`src/rtl/mem_port_arbiter_pkg.sv`:
```
// mem_port_arbiter_pkg: FSM state encodings shared by the memory port arbiter and its users
package mem_port_arbiter_pkg;
  localparam logic [1:0] ST_IDLE  = 2'd0;
  localparam logic [1:0] ST_FETCH = 2'd1;
  localparam logic [1:0] ST_DATA  = 2'd2;
  localparam logic [1:0] ST_RESP  = 2'd3;
  function automatic logic is_busy(input logic [1:0] s);
    return (s == ST_FETCH) || (s == ST_DATA);
  endfunction
endpackage

```
`src/rtl/mem_port_arbiter_watchdog.sv`:
```
// mem_port_arbiter_watchdog: counts cycles of an outstanding memory request and flags expiry
module mem_port_arbiter_watchdog #(
  parameter int TIMEOUT_CYC = 64
) (
  input  logic clock_i,
  input  logic reset_i,
  input  logic clr_i,
  input  logic en_i,
  output logic expire_o
);
  localparam int CW = $clog2(TIMEOUT_CYC);
  logic [CW-1:0] cnt_q, cnt_d;
  assign cnt_d = clr_i ? '0 : en_i ? cnt_q + 1'b1 : cnt_q;
  assign expire_o = en_i & (cnt_q == CW'(TIMEOUT_CYC - 1));
  // cycle counter, restarted whenever no request is outstanding
  always_ff @(posedge clock_i) begin
    if (reset_i) cnt_q <= '0;
    else         cnt_q <= cnt_d;
  end
endmodule

```
`src/rtl/mem_port_arbiter.sv`:
```
// mem_port_arbiter: shares one variable-latency memory between instruction fetch and data access
module mem_port_arbiter
  import mem_port_arbiter_pkg::*;
#(
  parameter int ADDR_W      = 32,
  parameter int DATA_W      = 32,
  parameter int STARVE_LIM  = 4,
  parameter int TIMEOUT_CYC = 64
) (
  input  logic              clock_i,
  input  logic              reset_i,
  input  logic              if_req_i,
  input  logic [ADDR_W-1:0] if_addr_i,
  output logic              if_done_o,
  output logic [DATA_W-1:0] if_rdata_o,
  input  logic              dm_req_i,
  input  logic              dm_we_i,
  input  logic [ADDR_W-1:0] dm_addr_i,
  input  logic [DATA_W-1:0] dm_wdata_i,
  output logic              dm_done_o,
  output logic [DATA_W-1:0] dm_rdata_o,
  output logic              bus_err_o,
  output logic              if_stall_o,
  output logic              dm_stall_o,
  output logic              mem_req_o,
  output logic              mem_we_o,
  output logic [ADDR_W-1:0] mem_addr_o,
  output logic [DATA_W-1:0] mem_wdata_o,
  input  logic [DATA_W-1:0] mem_rdata_i,
  input  logic              mem_ready_i
);
  localparam int SW = $clog2(STARVE_LIM + 1);
  logic [1:0]        state_q, state_d;
  logic [SW-1:0]     starve_q, starve_d;
  logic              mem_req_q, mem_req_d, mem_we_q, mem_we_d;
  logic              if_done_q, if_done_d, dm_done_q, dm_done_d, bus_err_q, bus_err_d;
  logic [ADDR_W-1:0] mem_addr_q, mem_addr_d, req_addr;
  logic [DATA_W-1:0] mem_wdata_q, mem_wdata_d, if_rdata_q, if_rdata_d, dm_rdata_q, dm_rdata_d, rsp_data;
  logic              busy, expire, fetch_el, data_el, gnt_data, gnt_fetch, finish;

  assign busy      = is_busy(state_q);
  assign fetch_el  = if_req_i & ~if_done_q;
  assign data_el   = dm_req_i & ~dm_done_q;
  assign gnt_data  = (state_q == ST_IDLE) & data_el & ~(fetch_el & (starve_q == SW'(STARVE_LIM)));
  assign gnt_fetch = (state_q == ST_IDLE) & ~gnt_data & fetch_el;
  assign req_addr  = gnt_data ? dm_addr_i : if_addr_i;
  assign finish    = busy & (mem_ready_i | expire);
  assign rsp_data  = mem_ready_i ? mem_rdata_i : '0;

  mem_port_arbiter_watchdog #(.TIMEOUT_CYC(TIMEOUT_CYC)) u_wdog (
    .clock_i  (clock_i),
    .reset_i  (reset_i),
    .clr_i    (~busy),
    .en_i     (busy),
    .expire_o (expire)
  );

  // next state: arbitration in IDLE, completion or timeout in FETCH/DATA, one RESP cycle
  always_comb begin
    state_d     = state_q;
    mem_req_d   = mem_req_q;
    mem_we_d    = mem_we_q;
    mem_addr_d  = mem_addr_q;
    mem_wdata_d = mem_wdata_q;
    if_rdata_d  = if_rdata_q;
    dm_rdata_d  = dm_rdata_q;
    if_done_d   = 1'b0;
    dm_done_d   = 1'b0;
    bus_err_d   = 1'b0;
    starve_d    = (~if_req_i | gnt_fetch) ? '0 :
                  (gnt_data & (starve_q != SW'(STARVE_LIM))) ? starve_q + 1'b1 : starve_q;
    if (gnt_data & (dm_addr_i[1:0] != 2'b00)) begin
      state_d    = ST_RESP;
      dm_done_d  = 1'b1;
      bus_err_d  = 1'b1;
      dm_rdata_d = '0;
    end else if (gnt_data | gnt_fetch) begin
      state_d     = gnt_data ? ST_DATA : ST_FETCH;
      mem_req_d   = 1'b1;
      mem_we_d    = gnt_data & dm_we_i;
      mem_addr_d  = {req_addr[ADDR_W-1:2], 2'b00};
      mem_wdata_d = gnt_data ? dm_wdata_i : '0;
    end else if (finish) begin
      state_d    = ST_RESP;
      mem_req_d  = 1'b0;
      mem_we_d   = 1'b0;
      bus_err_d  = ~mem_ready_i;
      if_done_d  = state_q == ST_FETCH;
      dm_done_d  = state_q == ST_DATA;
      if_rdata_d = (state_q == ST_FETCH) ? rsp_data : if_rdata_q;
      dm_rdata_d = (state_q == ST_DATA) ? rsp_data : dm_rdata_q;
    end else if (state_q == ST_RESP) begin
      state_d = ST_IDLE;
    end
  end

  // state and registered outputs; reset abandons any transaction without a done pulse
  always_ff @(posedge clock_i) begin
    if (reset_i) begin
      state_q     <= ST_IDLE;
      starve_q    <= '0;
      mem_req_q   <= 1'b0;
      mem_we_q    <= 1'b0;
      mem_addr_q  <= '0;
      mem_wdata_q <= '0;
      if_rdata_q  <= '0;
      dm_rdata_q  <= '0;
      if_done_q   <= 1'b0;
      dm_done_q   <= 1'b0;
      bus_err_q   <= 1'b0;
    end else begin
      state_q     <= state_d;
      starve_q    <= starve_d;
      mem_req_q   <= mem_req_d;
      mem_we_q    <= mem_we_d;
      mem_addr_q  <= mem_addr_d;
      mem_wdata_q <= mem_wdata_d;
      if_rdata_q  <= if_rdata_d;
      dm_rdata_q  <= dm_rdata_d;
      if_done_q   <= if_done_d;
      dm_done_q   <= dm_done_d;
      bus_err_q   <= bus_err_d;
    end
  end

  assign if_done_o   = if_done_q;
  assign dm_done_o   = dm_done_q;
  assign bus_err_o   = bus_err_q;
  assign if_rdata_o  = if_rdata_q;
  assign dm_rdata_o  = dm_rdata_q;
  assign mem_req_o   = mem_req_q;
  assign mem_we_o    = mem_we_q;
  assign mem_addr_o  = mem_addr_q;
  assign mem_wdata_o = mem_wdata_q;
  assign if_stall_o  = if_req_i & ~if_done_q;
  assign dm_stall_o  = dm_req_i & ~dm_done_q;
endmodule

```
`config.mk`:
```
export PLATFORM = sky130hd
export DESIGN_NAME = mem_port_arbiter
export DESIGN_NICKNAME = d
export VERILOG_FILES = /design/src/rtl/mem_port_arbiter_pkg.sv /design/src/rtl/mem_port_arbiter_watchdog.sv /design/src/rtl/mem_port_arbiter.sv
export SDC_FILE = /design/constraint.sdc
export NUM_CORES = 1
export LEC_CHECK = 0
export ABC_AREA = 1
export BUFFER_PORTS_ARGS = -buffer_cell sky130_fd_sc_hd__buf_2
export CORE_UTILIZATION = 47
export CTS_CLUSTER_DIAMETER = 60
export CTS_CLUSTER_SIZE = 28
export DETAILED_ROUTE_END_ITERATION = 16
export GPL_ROUTABILITY_DRIVEN = 1
export PLACE_DENSITY = 0.87
export SLEW_MARGIN = 20
export SYNTH_ARGS = -nofsm -noshare
export SYNTH_HDL_FRONTEND = slang
export SYNTH_SLANG_ARGS = --single-unit
```
`constraint.sdc`:
```
create_clock -name clock_i -period 2.05 [get_ports clock_i]
set_input_delay 0.41 -clock clock_i [delete_from_list [all_inputs] [get_ports clock_i]]
set_output_delay 0.41 -clock clock_i [all_outputs]
set_load 0.01 [all_outputs]
```
==> results of run 1 <==
## kinds of logic after synthesis
group | after synthesis
flops | 142
fa+ha+maj | 7
compound gates | 169
simple gates | 401
buf+inv | 119
other cells | 1
## metal layers
metal / track usage (%) / vias to the layer above / routed length, µm
met4: 12.1 / 0 / 492
met1: 31.2 / 2863 / 7200
met5: 0 / - / 0
met2: 44.6 / 245 / 8390
met3: 8.17 / 47 / 1290
li1: - / 3190 / -
## sequential cells by signal (all words and copies together) (netlist names)
name and flops:
dm_done_o 1, if_done_o 1, mem_we_o 1, bus_err_o 1, dm_rdata_o 32, starve_q 3, mem_req_o 1, state_q 2
u_wdog.cnt_q 6, mem_wdata_o 32, if_rdata_o 32, mem_addr_o 30
## final cells by class
cell class              instances  share of cell area, %
multi-input cells             579                   32.7
repair buffers                285                   19.6
well taps                     168                   2.61
flip-flops and latches        142                   35.3
clock buffers                  26                   6.32
clock inverters                 6                  0.993
inverters                      54                   2.58
## placed cells by master, fill, tap and decap left out, types with 7 or more instances in the layout
cell type	synthesis	layout
a21oi_1	134	134
buf_12	0	7
buf_2	27	264
buf_4	2	12
clkbuf_16	0	17
dfxtp_1	142	142
ha_1	7	7
inv_1	52	52
nand2_1	239	238
nand3_1	105	105
nor2_1	45	45
o21ai_0	33	33
## worst min path at each step
stage,start,end,slack [ns]
floorplan,u_wdog.cnt_q[0],u_wdog.cnt_q[0],0.42
global placement,u_wdog.cnt_q[0],u_wdog.cnt_q[0],0.43
detailed placement,u_wdog.cnt_q[0],u_wdog.cnt_q[0],0.44
CTS,dm_wdata_i[8],mem_wdata_o[8],0.25
global route,dm_wdata_i[4],mem_wdata_o[4],0.26
finish,dm_wdata_i[30],mem_wdata_o[30],0.27
## worst register-to-register path, cell delays in order (launching register included)
cell and delay [ns]:
dfxtp_1 0.37, inv_1 0.08, ha_1 0.24, nand3_1 0.12
nand2_2 0.08, inv_1 0.14, nand3_2 0.16, clkinv_4 0.18
buf_4 0.19, nand3_1 0.08, a21oi_1 0.16
## power by group through the flow
stage | Combinational, mW | Clock, mW | Sequential (mW)
2_1_floorplan | 1.64 | 0 | 3.55
3_3_place_gp | 2.75 | 0 | 3.37
3_5_place_dp | 2.78 | 0 | 3.38
4_1_cts | 2.79 | 3.08 | 3.33
5_1_grt | 3.13 | 3.20 | 3.37
6_report | 2.82 | 3.03 | 3.33
## timing repair
action / in CTS / in global routing
resized for setup: 0 / 7
setup endpoints to repair: 0 / 100
buffers inserted: 0 / 1
==> impl_metrics.toml, run 1 <==
[status]
run_status = "finished, final reports clean"

[global_route]
grt_max_degree = 70
grt_usage_pct = 26.6
overflow = 0
antenna_found_initial = 1
first_global_vias = 5890
grt_pass1_wl_mm = 27.5

[synth]
yosys.area.top_type = "dfxtp_1"
synth_fa_ha_area_share_pct = 1.46
synth.avg_cell_area_um2 = 7.15
muxShareOfSynthArea_pct = 0
synthSimpleGateAreaFrac_pct = 28.0
synth_ff_type = "dfxtp_1"
synth_edf_count = 0
synth-compound-area-share_pct = 14.2
synthArstFlopShare_pct = 0
synth_top_family_by_area = "simple AND/OR/NAND/NOR gates"
syn-cell-area_mm2 = 0.00600
synth_commonest_cells = "239 x nand2_1, 142 x dfxtp_1, 134 x a21oi_1"
ys_seq_area_share_pct = 47.4
synth-xor-area-share_pct = 0
ys_warn_count = 0
syn_inst = 839
ys_seq_elements = 142
synthMostInstantiatedCell = "nand2_1"
synth_area_leaders = "dfxtp_1 47%, nand2_1 15%, a21oi_1 11%"
synth_top_area_share_pct = 47.4
synthDistinctLibCells = 24

[cts]
cts_tree = "built"
cts.clk_slew.worst_paths_ns = 0.05
htree_levels = 4
cts_root_buf = "clkbuf_16"
clockBufferDepth = 2
ctsHoldBuffers = 0
clk_latency_ns = 0.41
clock_sinks = 142
cts_buffers = 17

[power]
p_comb_share_pct = 30.7
p_seq_share_pct = 36.2
pwr_density_cell_mw_per_mm2 = 1140
ir_drop_v = 0.000663
leakage_nw = 3.98
swShare_pct = 33.7
totalPowerFinal_mw = 9.19
clock_power_share_pct = 33.0
p_switching_mw = 3.10
p_int_mw = 6.09

[layout]
finalNetCount = 1220
final_util_pct = 66.0
fillers = 1090
layout-drive-gt1-share_pct = 29.6
fin_area_mm2 = 0.00806
instances_no_fill = 1260
multiInputGateArea_mm2 = 0.00264
seqCellArea_mm2 = 0.00284
antenna-diode-count = 0
syn_to_final_growth_pct = 34.4

[routing]
drtIter0Drc = 408
drc = 0
num_vias = 6345
wl_per_cell_um = 13.8
dr.pass1.iters = 5
wl_mm = 17.4
vias_per_cell = 5.04
ant_nets = 0

[placement]
hpwl_mm = 11.9
placed_cell_area_mm2 = 0.00745
io_buffer_count = 264
gp_congestion = 0.856
place_inst = 1227
dpl_worst_slack_ns = 0.0686

[floorplan]
placeableCoreArea_mm2 = 0.0122
die_w_um = 115
io_pins = 269
die_area_mm2 = 0.0132
die_h_um = 115
start_util_pct = 49.1
rows = 40

[worst_setup_path]
path_max_fanout = 17
reg2reg_depth = 10
worstSetupEndpointType = "register"
start_kind = "register"
path_cells = "inv_1, ha_1, nand3_1, nand2_2, inv_1, nand3_2, clkinv_4, buf_4, nand3_1, a21oi_1"
critical_path_required_ns = 2.38
crit_type = "reg2reg"
cpPeakStageDelay_ns = 0.37
crit_buf_inv = 4
cp-startpoint = "state_q[0]"
r2r_slack_ns = 0.18
worstPathArrival_ns = 2.20
crit_family = "buffers and inverters"
crit_cells = 10
r2r-end = "if_rdata_o[21]"
cp_slowest_cell = "dfxtp_1"
rr_startpoint = "state_q[0]"
endpoint = "if_rdata_o[21]"

[sta]
tightest_slew_ns = 0.805
hold_viol = 0
setup_tns_ns = 0
finalMaxSlewViolations = 0
setup_viol = 0
final.min_clock_period_ns = 1.87
fin_crit_sh_pct = 91.2
skew_ns = 0.00764
setup_slack_ns = 0.181
clock.fmax_ghz = 0.535
rsz0062_at_grt = "no"
timing.slew.headroom_pct = 46.3
fin_hold_ws_ns = 0.267

[min_path]
hold_depth = 3
hold_class = "in2reg"

[run]
drv_cap = 0
No activity file was read; power rests on OpenSTA's default activity.
==> inputs of run 2 (changes only) <==
==> constraint.sdc (replaced) <==
create_clock -name clock_i -period 2.05 [get_ports clock_i]
set_input_delay 0.1025 -clock clock_i [delete_from_list [all_inputs] [get_ports clock_i]]
set_output_delay 0.1025 -clock clock_i [all_outputs]
set_load 0.01 [all_outputs]
==> run 2 against run 1 <==
Compared with the run above: utilization grew 2.4 points; register-to-register slack is essentially flat; critical path depth fell by 1; routed wire length increased by 6.6%; combinational power is 2% higher; via count is 4.9% higher; final area increased by 3.7%; power rose by 0.82%; clock skew down 0.0010 ns; clock-buffer cell count down 1.
==> impl_metrics.toml, run 2 (same netlist as run 1, synthesis figures left out) <==
[power]
ir_drop_v = 0.000650
pwr_density_cell_mw_per_mm2 = 1110
leakage_nw = 4.08

[worst_setup_path]
worstSetupEndpointType = "register"
crit_type = "reg2reg"
worstPathArrival_ns = 2.21
start_kind = "register"
critical_path_required_ns = 2.38
path_max_fanout = 63

[floorplan]
die_area_mm2 = 0.0132
die_w_um = 115
placeableCoreArea_mm2 = 0.0122
io_pins = 269
rows = 40
start_util_pct = 49.1
die_h_um = 115

[routing]
wl_mm = 18.5
wl_per_cell_um = 14.4
drtIter0Drc = 639
vias_per_cell = 5.16
ant_nets = 0
drc = 0
dr.pass1.iters = 7
num_vias = 6654

[sta]
final.min_clock_period_ns = 1.88
skew_ns = 0.00660
timing.slew.headroom_pct = 47.4
tightest_slew_ns = 0.788
finalMaxSlewViolations = 0
hold_viol = 0
setup_viol = 0
setup_tns_ns = 0
clock.fmax_ghz = 0.532
fin_crit_sh_pct = 91.7

[cts]
cts.clk_slew.worst_paths_ns = 0.06
clockBufferDepth = 2
cts_root_buf = "clkbuf_16"
cts_tree = "built"
clock_sinks = 142
clk_latency_ns = 0.41
htree_levels = 4
cts_buffers = 17

[layout]
fin_area_mm2 = 0.00836
final_common_cell = "buf_2"
layout-drive-gt1-share_pct = 28.5
final_util_pct = 68.4
fillers = 1036
antenna-diode-count = 0
syn_to_final_growth_pct = 39.3
seqCellArea_mm2 = 0.00284
finalNetCount = 1251
most-common-layout-cells = "264 x buf_2, 238 x nand2_1, 142 x dfxtp_1, 134 x a21oi_1, 105 x nand3_1"
multiInputGateArea_mm2 = 0.00263
instances_no_fill = 1289

[global_route]
grt_pass1_wl_mm = 29.7
grt_max_degree = 70
grt_util_met3_pct = 8.70
antenna_found_initial = 0
grt_busiest_layer = "met2"
grt_usage_pct = 28.7
use_met2_pct = 47.1
overflow = 0
first_global_vias = 6325
met1_usage_pct = 33.5

[status]
run_status = "finished, final reports clean"

[placement]
gp_congestion = 0.848
placed_cell_area_mm2 = 0.00743
hpwl_mm = 11.9
place_inst = 1225
io_buffer_count = 264

[min_path]
hold_class = "in2reg"

[run]
drv_cap = 0
[run 2: worst max-delay path: stages (launching register included)]
cell and delay, ns:
dfxtp_1 0.37, inv_1 0.08, ha_1 0.24, nand3_1 0.11, nand2_2 0.06, buf_4 0.24
nand2_2 0.13, buf_12 0.23, nand2_1 0.11, a21oi_1 0.17
[run 2: stage by stage]
stage,hold slack [ns],worst slack (ns),power (mW)
finish,0.0191,0.170,9.26
global route,0.0342,-0.00951,9.76
CTS,0.00259,0.131,9.27
detailed placement,0.379,0.145,6.16
global placement,0.373,0.192,6.11
floorplan,0.268,0.489,5.19
[run 2: timing repair]
item	4_1_cts	5_1_grt
setup buffers	0	1
endpoints found under the setup margin	0	37
hold endpoints to repair	33	0
hold buffers	33	0
gates resized for setup	0	2
[run 2: worst paths after layout]
path,startpoint,endpoint,slack [ns],cells past startpoint
worst max register to register,state_q[0],mem_wdata_o[10],0.17,9
worst min register to register,u_wdog.cnt_q[0],u_wdog.cnt_q[0],0.45,1
worst max-delay path,state_q[0],mem_wdata_o[10],0.17,9
worst min-delay path,dm_addr_i[16],mem_addr_o[16],0.02,5
[run 2: power by group]
part / switching (mW) / internal [mW] / total [mW] / leakage [nW]
registers: 0.192 / 3.14 / 3.33 / 1.15
logic: 1.86 / 1.02 / 2.88 / 2.65
clock network: 1.11 / 1.94 / 3.05 / 0.281
total: 3.16 / 6.10 / 9.26 / 4.08
[run 2: area by class of cell]
class / instances / area share (%)
clock buffer: 25 / 6.05
clock inverter: 5 / 0.958
inverter: 54 / 2.49
multi-input combinational: 579 / 31.5
sequential: 142 / 34.0
tap: 168 / 2.51
timing repair buffer: 316 / 22.5
[run 2: routing by layer]
metal / part of all wire, % / wire [µm]
met3: 7.3 / 1360
met2: 48 / 8950
met4: 4.1 / 758
met5: 0 / 0
met1: 40 / 7460
